`config.mk`:
```
export PLATFORM = sky130hd
export DESIGN_NAME = spi_master_shifter
export DESIGN_NICKNAME = d
export VERILOG_FILES = /design/src/rtl/spi_master_pkg.sv /design/src/rtl/spi_clk_div.sv /design/src/rtl/spi_master_shifter.sv
export SDC_FILE = /design/constraint.sdc
export NUM_CORES = 1
export LEC_CHECK = 0
export ABC_AREA = 1
export CAP_MARGIN = 20
export CORE_MARGIN = 2
export CORE_UTILIZATION = 53
export DETAILED_ROUTE_END_ITERATION = 7
export GPL_ROUTABILITY_DRIVEN = 0
export GPL_TIMING_DRIVEN = 0
export HOLD_SLACK_MARGIN = 0.06
export PLACE_DENSITY = 0.79
export SLEW_MARGIN = 30
export SYNTH_ARGS = -nofsm -noshare
export SYNTH_HDL_FRONTEND = slang
export SYNTH_SLANG_ARGS = --single-unit
```
`constraint.sdc`:
```
create_clock -name clk_i -period 1.53 [get_ports clk_i]
set_input_delay 0.306 -clock clk_i [delete_from_list [all_inputs] [get_ports clk_i]]
set_output_delay 0.306 -clock clk_i [all_outputs]
set_load 0.02 [all_outputs]
```
`src/rtl/spi_master_pkg.sv`:
```
// Shared FSM state type and default sizing for the SPI master shifter.
package spi_master_pkg;

    localparam int unsigned SPI_DATA_W = 8;
    localparam int unsigned SPI_CS_W   = 4;
    localparam int unsigned SPI_DIV_W  = 8;

    typedef enum logic [2:0] {
        ST_IDLE,
        ST_SETUP,
        ST_SHIFT,
        ST_HOLD,
        ST_DONE
    } spi_state_e;

endpackage

```
`src/rtl/spi_clk_div.sv`:
```
// Half-period tick generator: pulses once every div_i+1 cycles while not cleared.
module spi_clk_div
    import spi_master_pkg::*;
#(
    parameter int unsigned DIV_W = SPI_DIV_W
) (
    input  logic             clk_i,
    input  logic             rst_n_i,
    input  logic             clear_i,
    input  logic [DIV_W-1:0] div_i,
    output logic             tick_o
);

    logic [DIV_W-1:0] cnt_q;

    // Compare-then-restart keeps the all-ones divider at 2^DIV_W cycles without a wider counter.
    assign tick_o = !clear_i && (cnt_q == div_i);

    always_ff @(posedge clk_i) begin
        if (!rst_n_i || clear_i || tick_o) begin
            cnt_q <= '0;
        end else begin
            cnt_q <= cnt_q + 1'b1;
        end
    end

endmodule

```
`src/rtl/spi_master_shifter.sv`:
```
// SPI mode-0 master: one MSB-first frame per accepted request on a one-hot active-low chip select.
// Define SPI_MASTER_XFER_CNT_EN to add the 16-bit completed-transfer counter xfer_count_o.
module spi_master_shifter
    import spi_master_pkg::*;
#(
    parameter int unsigned DATA_W = SPI_DATA_W,
    parameter int unsigned CS_W   = SPI_CS_W,
    parameter int unsigned DIV_W  = SPI_DIV_W,
    localparam int unsigned CS_IDX_W = (CS_W > 1) ? $clog2(CS_W) : 1
) (
    input  logic                clk_i,
    input  logic                rst_n_i,
    input  logic                req_valid_i,
    output logic                req_ready_o,
    input  logic [DATA_W-1:0]   req_data_i,
    input  logic [CS_IDX_W-1:0] req_cs_i,
    input  logic [DIV_W-1:0]    clk_div_i,
    output logic                rsp_valid_o,
    output logic [DATA_W-1:0]   rsp_data_o,
`ifdef SPI_MASTER_XFER_CNT_EN
    output logic [15:0]         xfer_count_o,
`endif
    output logic                busy_o,
    output logic                spi_clk_o,
    output logic                spi_mosi_o,
    input  logic                spi_miso_i,
    output logic [CS_W-1:0]     spi_csn_o
);

    localparam int unsigned EDGES  = 2 * DATA_W;
    localparam int unsigned EDGE_W = $clog2(EDGES);

    spi_state_e        state_q;
    logic [DATA_W-1:0] tx_q;
    logic [DATA_W-1:0] rx_q;
    logic [DIV_W-1:0]  div_q;
    logic [EDGE_W-1:0] edge_q;
    logic [CS_W-1:0]   csn_sel;
    logic              tick;
    logic              div_clear;

    assign req_ready_o = (state_q == ST_IDLE);
    assign busy_o      = (state_q != ST_IDLE);
    assign div_clear   = (state_q == ST_IDLE) || (state_q == ST_DONE);

    // Out-of-range indices match no bit, leaving every select deasserted.
    always_comb begin
        csn_sel = '1;
        for (int unsigned i = 0; i < CS_W; i++) begin
            if (32'(req_cs_i) == i) begin
                csn_sel[i] = 1'b0;
            end
        end
    end

    spi_clk_div #(
        .DIV_W(DIV_W)
    ) u_clk_div (
        .clk_i   (clk_i),
        .rst_n_i (rst_n_i),
        .clear_i (div_clear),
        .div_i   (div_q),
        .tick_o  (tick)
    );

    always_ff @(posedge clk_i) begin
        if (!rst_n_i) begin
            state_q     <= ST_IDLE;
            tx_q        <= '0;
            rx_q        <= '0;
            div_q       <= '0;
            edge_q      <= '0;
            spi_clk_o   <= 1'b0;
            spi_mosi_o  <= 1'b0;
            spi_csn_o   <= '1;
            rsp_valid_o <= 1'b0;
            rsp_data_o  <= '0;
        end else begin
            rsp_valid_o <= 1'b0;
            unique case (state_q)
                ST_IDLE: begin
                    if (req_valid_i) begin
                        tx_q       <= req_data_i;
                        div_q      <= clk_div_i;
                        edge_q     <= '0;
                        spi_csn_o  <= csn_sel;
                        spi_mosi_o <= req_data_i[DATA_W-1];
                        state_q    <= ST_SETUP;
                    end
                end
                ST_SETUP: begin
                    if (tick) begin
                        state_q <= ST_SHIFT;
                    end
                end
                ST_SHIFT: begin
                    if (tick) begin
                        edge_q <= edge_q + 1'b1;
                        if (!spi_clk_o) begin
                            spi_clk_o <= 1'b1;
                            rx_q      <= {rx_q[DATA_W-2:0], spi_miso_i};
                        end else begin
                            spi_clk_o <= 1'b0;
                            if (edge_q == EDGE_W'(EDGES - 1)) begin
                                state_q <= ST_HOLD;
                            end else begin
                                spi_mosi_o <= tx_q[DATA_W-2];
                                tx_q       <= {tx_q[DATA_W-2:0], 1'b0};
                            end
                        end
                    end
                end
                ST_HOLD: begin
                    if (tick) begin
                        spi_csn_o   <= '1;
                        spi_mosi_o  <= 1'b0;
                        rsp_valid_o <= 1'b1;
                        rsp_data_o  <= rx_q;
                        state_q     <= ST_DONE;
                    end
                end
                ST_DONE: begin
                    state_q <= ST_IDLE;
                end
                default: begin
                    state_q <= ST_IDLE;
                end
            endcase
        end
    end

`ifdef SPI_MASTER_XFER_CNT_EN
    always_ff @(posedge clk_i) begin
        if (!rst_n_i) begin
            xfer_count_o <= '0;
        end else if (state_q == ST_DONE) begin
            xfer_count_o <= xfer_count_o + 16'd1;
        end
    end
`endif

endmodule

```
**Yosys cells after proc, flatten, opt, wreduce, memory -nomap -nowiden**

Cells that the tools add are included.

- Reduce and logical (&&, ||, !) cells: 22
- Mux-type cells: 30
- Add/sub/neg operators: 2
- Bitwise gates (word level): 1
- Equality and inequality tests: 16

Operators with widths:

| cell | count |
|---|---|
| $mux 7 | 4 |
| $mux 3 | 6 |
| $mux 4 | 4 |
| $pmux 4 s2 | 2 |
| $pmux 7 s2 | 1 |
| $pmux 3 s4 | 1 |
| $reduce_and 6->1 | 2 |
| $mux 1 | 11 |
| $reduce_and 3->1 | 3 |
| $add 8x1->8 const B | 1 |
| $eq 8x8->1 | 1 |
| $ne 2x2->1 const B | 4 |
| $reduce_and 2->1 | 4 |
| $eq 3x2->1 const B | 2 |
| $ne 2x1->1 const B | 3 |
| $reduce_bool 3->1 | 2 |
| $reduce_and 5->1 | 1 |
| $add 4x1->4 const B | 1 |
| $eq 2x2->1 const B | 2 |
| $eq 4x4->1 const B | 1 |
| $reduce_bool 2->1 | 2 |
| $eq 3x1->1 const B | 1 |
| $eq 3x3->1 const B | 1 |
| $logic_not 3->1 | 1 |
| 7 further kinds | 10 |

- Input port bits: 22
- Register bits after elaboration: 53
- Output and inout port bits: 17
- Word-level logic and storage cells: 82

**Longest topological paths before layout**

Gate-level depths: netlist of the first run.

- Depth after elaboration: 6
- Mapped depth: 12

**By module**

Synthesis of the first run repeated with hierarchy kept, for this count alone.

- Cells, all modules: 347
- Area total of the unflattened synthesis: 2,501.1 um^2

Modules (own cells, without submodules):

| module | area each (um^2) | cells an instance | sequential area each (um^2) | times used |
|---|---|---|---|---|
| spi_master_shifter | 2,014.4 | 274 | 900.9 | 1 |
| spi_clk_div | 486.7 | 73 | 160.2 | 1 |

**Worst setup path after synthesis of the first run**

No wires, ideal clock.

- Path type: register to register
- Start point: register state_q[0]
- End point: register div_q[1]
- Arrival: 1,383 ps
- Stages on the path, launching flop included: 8
- Setup slack: 28 ps
- Cells stage by stage: dfxtp_1 > nor2_1 > nand2_1 > inv_1 > nand2_2 > buf_2 > o21ai_0 > a21oi_1

- Word-level cells in the longest chain between the ends: 2

RTL lines:

| element | RTL line | RTL |
|---|---|---|
| start, declared | spi_master_shifter.sv:33 | `spi_state_e state_q;` |
| start signal, assigned | spi_master_shifter.sv:68 | `state_q <= ST_IDLE;` |
| start signal, assigned | spi_master_shifter.sv:88 | `state_q <= ST_SETUP;` |
| start signal, assigned | spi_master_shifter.sv:93 | `state_q <= ST_SHIFT;` |
| $logic_not 3->1 | - |  |
| net req_ready_o | spi_master_shifter.sv:14 | `output logic req_ready_o,` |
| $reduce_and 2->1 (no source line) | - |  |
| end signal, assigned | spi_master_shifter.sv:84 | `div_q <= clk_div_i;` |
| end, declared | spi_master_shifter.sv:36 | `logic [DIV_W-1:0] div_q;` |

The timed path passes the listed nets, and every way through them passes these cells.
A chain may end at the register's enable or synchronous reset.

**Worst setup path after layout of the first run**

- Start point: register state_q[0]
- End point: output busy_o

- Word-level cells in the longest chain between the ends: 1

RTL lines:

| element | RTL line | RTL |
|---|---|---|
| $reduce_bool 3->1 | spi_master_shifter.sv:43 | `assign busy_o = (state_q != ST_IDLE);` |
| end, declared | spi_master_shifter.sv:23 | `output logic busy_o,` |

Every way passes these cells.

==> results of run 1 <==
## sequential cells by signal, indices dropped and copies added, names as in the netlist
name             count
div_q                8
edge_q               4
rsp_data_o           8
rsp_valid_o          1
rx_q                 8
spi_clk_o            1
spi_csn_o            4
spi_mosi_o           1
state_q              3
tx_q                 7
u_clk_div.cnt_q      8
## per-layer routing
layer | global-route usage [%] | wire length [µm] | up-vias
met2 | 38.1 | 3140 | 72
met3 | 4.12 | 341 | 9
li1 | - | - | 1260
met4 | 9.70 | 106 | 0
met1 | 32.6 | 2980 | 1201
met5 | 0 | 0 | -
## area by class of cell
cell class                      instances  area (µm²)  area share [%]
Buffer                                 12        96.3            2.75
Clock buffer                            5        68.8            1.96
Clock inverter                          3        46.3            1.32
Inverter                               38         145            4.14
Multi-Input combinational cell        254        1510            43.2
Sequential cell                        53        1090            31.2
Tap cell                               54        67.6            1.93
Timing Repair Buffer                   48         474            13.5
## worst max-delay path, cell delays in order, from the launching register on
cell	delay, ns
dfxtp_4	0.38
nor2_2	0.16
nand2_2	0.11
clkdlybuf4s15_2	0.27
## cell usage after synthesis (all sizes together)
cell and n:
buf 9, nor3b 2, clkbuf 3, dfxtp 53, ha 2, xor2 3
inv 37, xnor2 2, nand3 30, or2 1, nor2 52, a211oi 1
nand3b 4, and3 1, nand2 81, o21bai 1, a22oi 1, a21oi 40
a21boi 1, o21ai 30, nand4 2, clkinv 1
## kinds of logic (layout without fill, tap and decap cells)
kind of cell	Yosys count	after routing	share of synthesized area, %
AOI/OAI and AO/OA	74	74	16.3
xor gates and xnor gates	5	5	1.71
adders and majority gates	2	2	0.975
buffers and inverters	50	106	8.20
DFF	53	53	41.4
and+or+nand+nor	173	173	31.4
## worst paths after layout
path,from,end,slack (ns),cells past startpoint
setup / recovery,state_q[0],busy_o,-0.02,3
hold / removal,rx_q[7],rx_q[7],0.47,2
setup reg to reg,u_clk_div.cnt_q[0],rsp_data_o[4],-0.01,9
hold reg to reg,rx_q[7],rx_q[7],0.47,2
## cells in the final DEF (no fill, tap or decap), drive strengths merged
| cell | instances |
|---|---|
| nand2 | 81 |
| dfxtp | 53 |
| nor2 | 52 |
| a21oi | 40 |
| inv | 37 |
| o21ai | 30 |
| nand3 | 30 |
| clkdlybuf4s50 | 21 |
| buf | 18 |
| dlygate4sd2 | 15 |
| clkbuf | 10 |
| nand3b | 4 |
| xor2 | 3 |
| xnor2 | 2 |
| nand4 | 2 |
| nor3b | 2 |
| clkinv | 2 |
| ha | 2 |
| and3 | 1 |
| o21bai | 1 |
| a211oi | 1 |
| a21boi | 1 |
| or2 | 1 |
| a22oi | 1 |
| bufinv | 1 |
| clkinvlp | 1 |
| clkdlybuf4s15 | 1 |
## report_power, final
group          total (mW)  switching (mW)  leakage, nW  internal, mW
sequential           1.90           0.230        0.440          1.67
clock               0.976           0.486       0.0543         0.490
combinational        2.44            1.46        0.980         0.985
total                5.32            2.17         1.47          3.15
## what timing repair did
| action | CTS | global route |
|---|---|---|
| resized for setup | 39 | 74 |
| buffers inserted | 3 | 5 |
| pin swaps | 4 | 16 |
| hold buffers | 0 | 0 |
| setup endpoints to repair | 63 | 52 |
| gates cloned | 1 | 1 |
## stage by stage
step	utilization (%)	setup TNS [ns]
2_1_floorplan	-	0
3_3_place_gp	64.2	-3.88
3_5_place_dp	64.2	-5.17
4_1_cts	68.1	-0.0438
5_1_grt	74.6	-0.984
6_report	74.6	-0.0558
==> impl_metrics.tcl, run 1 <==
set metrics [dict create \
    post_drt_wl_per_cell_um 14.1 \
    preCtsSetupSlack_ns -0.254 \
    synthCells 357 \
    timing.final.crit_share_pct 101 \
    synth_seq_cells 53 \
    critical_path_class "register to output port" \
    cp-end-kind "output port" \
    max_cap_viol_count 0 \
    status "finished, violations left" \
    syn_area_mm2 0.00256 \
    rsz0062_at_grt "yes" \
    crit_path_start_kind "register" \
    cts.reportedPaths.clkPinSlew_ns 0.10 \
    overflow 0 \
    fin_area_mm2 0.00350 \
    die_area_mm2 0.00541 \
    cts_sinks 53 \
    finalPower_mw 5.32 \
    setup_violations 4 \
    setup_ws_ns -0.0200 \
    die_y_um 73.6 \
    num_vias 2542 \
    antenna_found_initial 0 \
    critPathRequiredTime_ns 1.22 \
    whs_ns 0.471 \
    root_buffer "clkbuf_8" \
    grt_usage_pct 24.1 \
    finClkSkew_ns 0.00631 \
    p_leak_nw 1.47 \
    clockBufferDepth 2 \
    syn_area_per_cell_um2 7.18 \
    firstDrtPassIters 5 \
    instances_no_fill 467 \
    violations "negative setup slack" \
    row_count 25 \
    tightest_slew_ns 0.577 \
    portBuffers 38 \
    placed_area_mm2 0.00301 \
    drt_iter0_drc 180 \
    layout-drive-gt1-share_pct 28.1 \
    drc 0 \
    timing.fmax_mhz 645 \
    dp_hpwl_um 4240 \
    die_w_um 73.6 \
    ios 39 \
    ys_warn_count 0 \
    cts_tree "yes" \
    core_area_mm2 0.00469 \
    yosysTopAreaCellShare_pct 41.4 \
    grt_pass1_wl_um 10100 \
    critPathMaxFanout 6 \
    peakVddDrop_mv 0.800 \
    start_util_pct 54.7 \
    dp.cells 449 \
    vias_per_cell 5.44 \
    diodes 0 \
    syn_nets 381 \
    cp.arrival_ns 1.24 \
    clock_latency_ns 0.32 \
    power_density_mw_per_mm2 1520 \
    yosysUniqueCellTypes 35 \
    grt_max_degree 18 \
    fin_nets 436 \
    fillCellCount 349 \
    fin_crit_ns 1.55 \
    synth_top_area_cell "dfxtp_1" \
    synthTopCellsByArea "dfxtp_1 (41%), nand2_1 (11%), nor2_1 (6.6%), a21oi_1 (6.0%), inv_1 (5.1%)" \
    cts_made_buffers 5 \
    slew_violations 0 \
    hold_path.class "register to register" \
    drt-total-wl_um 6570 \
    area_delta_synth_final_pct 36.5 \
    grt_pass1_vias 2205 \
    htree_levels 2 \
    ant_nets 0 \
    relSlewSlack_pct 61.5 \
    yosysSeqAreaShare_pct 41.4 \
    hold_viol 0 \
]
Power figures use the tool's default switching activity.
==> run 2, diff against run 1 <==
==> constraint.sdc (replaced) <==
create_clock -name clk_i -period 1.53 [get_ports clk_i]
set_input_delay 0.3825 -clock clk_i [delete_from_list [all_inputs] [get_ports clk_i]]
set_output_delay 0.3825 -clock clk_i [all_outputs]
set_load 0.1 [all_outputs]
==> run 2 against run 1 <==
Net effect: highest routed layer unchanged; hold slack improved by 0.0074 ns; routed wire length rose by 12%; first-iteration DRC count rose by 22%; non-clock buffer count rose by 2; flip-flop and latch count did not move; critical path depth rose by 1; final cell count rose by 0.64%; sequential share of layout area fell by 0.75 points; the run still ends with negative setup slack left; clock skew rose by 0.0039 ns; power rose by 13%; combinational power rose by 34%.
==> impl_metrics.tcl, run 2 (synthesis gave the netlist of run 1 again) <==
set metrics [dict create \
    ios 39 \
    critPathRequiredTime_ns 1.15 \
    drc 0 \
    swShare_pct 47.0 \
    critical_path_class "register to output port" \
    drt_iter0_drc 220 \
    layout_commonest_cell "nand2_1" \
    vias_per_cell 5.59 \
    cp-end-kind "output port" \
    ant_nets 0 \
    grt_max_degree 15 \
    hold_path.class "register to register" \
    rr_worst_depth 10 \
    portBuffers 38 \
    start_util_pct 54.7 \
    hold_viol 0 \
    cts_sinks 53 \
    tightest_slew_ns 0.690 \
    die_y_um 73.6 \
    power_frac_clock_pct 13.7 \
    cts_tree "yes" \
    final_cell_mix "nand2_1 (63), dfxtp_1 (38), nor2_1 (36)" \
    hold_path_depth 2 \
    seqPwrFrac_pct 31.7 \
    pwr-share-comb_pct 54.6 \
    setup_violations 6 \
    finClkSkew_ns 0.0102 \
    grt_pass1_vias 2219 \
    clock_latency_ns 0.32 \
    core_area_mm2 0.00469 \
    antenna_found_initial 0 \
    hold_buffers 0 \
    post-route-util_pct 76.1 \
    dp_hpwl_um 4370 \
    cts_made_buffers 5 \
    p_leak_nw 1.49 \
    root_buffer "clkbuf_8" \
    final.setup.tns_ns -0.141 \
    post_drt_wl_per_cell_um 15.7 \
    p_sw_mw 2.82 \
    crit_path_start_kind "register" \
    clockBufferDepth 2 \
    instances_no_fill 470 \
    preCtsSetupSlack_ns -0.666 \
    p_int_mw 3.18 \
    die_area_mm2 0.00541 \
    row_count 25 \
    drt-total-wl_um 7370 \
    cts.reportedPaths.clkPinSlew_ns 0.09 \
    area_delta_synth_final_pct 39.3 \
    diodes 0 \
    max_cap_viol_count 0 \
    num_vias 2627 \
    fin_crit_ns 1.61 \
    grt_pass1_wl_um 9980 \
    layout-drive-gt1-share_pct 35.8 \
    timing.fmax_mhz 621 \
    violations "negative setup slack" \
    setup_ws_ns -0.0797 \
    critPathMaxFanout 6 \
    relSlewSlack_pct 54.0 \
    dp.cells 449 \
    grt_usage_pct 23.7 \
    slew_violations 0 \
    firstDrtPassIters 4 \
    peakVddDrop_mv 0.838 \
    rsz0062_at_grt "yes" \
    status "finished, violations left" \
    whs_ns 0.478 \
    overflow 0 \
    power_density_mw_per_mm2 1680 \
    fin_nets 440 \
    cp.arrival_ns 1.23 \
    htree_levels 2 \
    die_w_um 73.6 \
    timing.final.crit_share_pct 105 \
]
[run 2: cell count changes in the layout (fill, tap and decap cells not counted), moves of 3 or more]
cell	previous run	this run
o21ai_1	3	7
a21oi_1	31	27
buf_2	3	14
nor2_2	7	10
dlygate4sd2_1	15	0
nand3_1	15	10
nor2_1	39	36
o21ai_0	21	16
nand3_2	11	15
a21oi_2	8	12
[run 2: final timing paths]
check | to | start | slack [ns]
setup / recovery | req_ready_o | state_q[0] | -0.08
hold reg to reg | rx_q[0] | rx_q[0] | 0.48
setup reg to reg | tx_q[2] | state_q[1] | -0.03
hold / removal | rx_q[0] | rx_q[0] | 0.48
[run 2: what timing repair did]
item                       4_1_cts  5_1_grt
pin swaps                        5       16
setup buffers                    2        7
setup endpoints to repair       54       47
gates cloned                     1        4
gates resized for setup        107       83
[run 2: metrics by stage]
stage	cell area, µm²	total power [mW]
after global placement	3070	4.39
final	3570	6.00
after CTS	3190	5.41
after floorplan	2630	3.91
after global routing	3570	6.28
after detailed placement	3070	4.44
[run 2: worst max-delay path, cell delays in order (launching register included)]
cell	delay, ns
dfxtp_4	0.38
nor2_4	0.16
nand2_8	0.07
clkinvlp_4	0.11
buf_12	0.18
[run 2: final cells by class]
type | count | area, µm²
clock buffer | 7 | 86.3
fill | 338 | 1120
multi-input combinational | 256 | 1610
tap | 54 | 67.6
inverter | 38 | 146
buffer | 12 | 108
sequential | 53 | 1090
timing repair buffer | 50 | 470
[run 2: power groups by stage]
stage	sequential [mW]	combinational (mW)	clock, mW
after CTS	1.87	2.72	0.814
after global routing	1.93	3.49	0.858
after global placement	1.88	2.51	0
final	1.90	3.27	0.822
after detailed placement	1.90	2.54	0
after floorplan	2.21	1.70	0
[run 2: routing by layer]
| metal | GRT usage, % | wire length, µm | vias up |
|---|---|---|---|
| li1 | - | - | 1276 |
| met1 | 31.2 | 3180 | 1239 |
| met2 | 39.4 | 3640 | 92 |
| met3 | 4.39 | 347 | 20 |
| met4 | 7.68 | 202 | 0 |
| met5 | 0 | 0 | - |
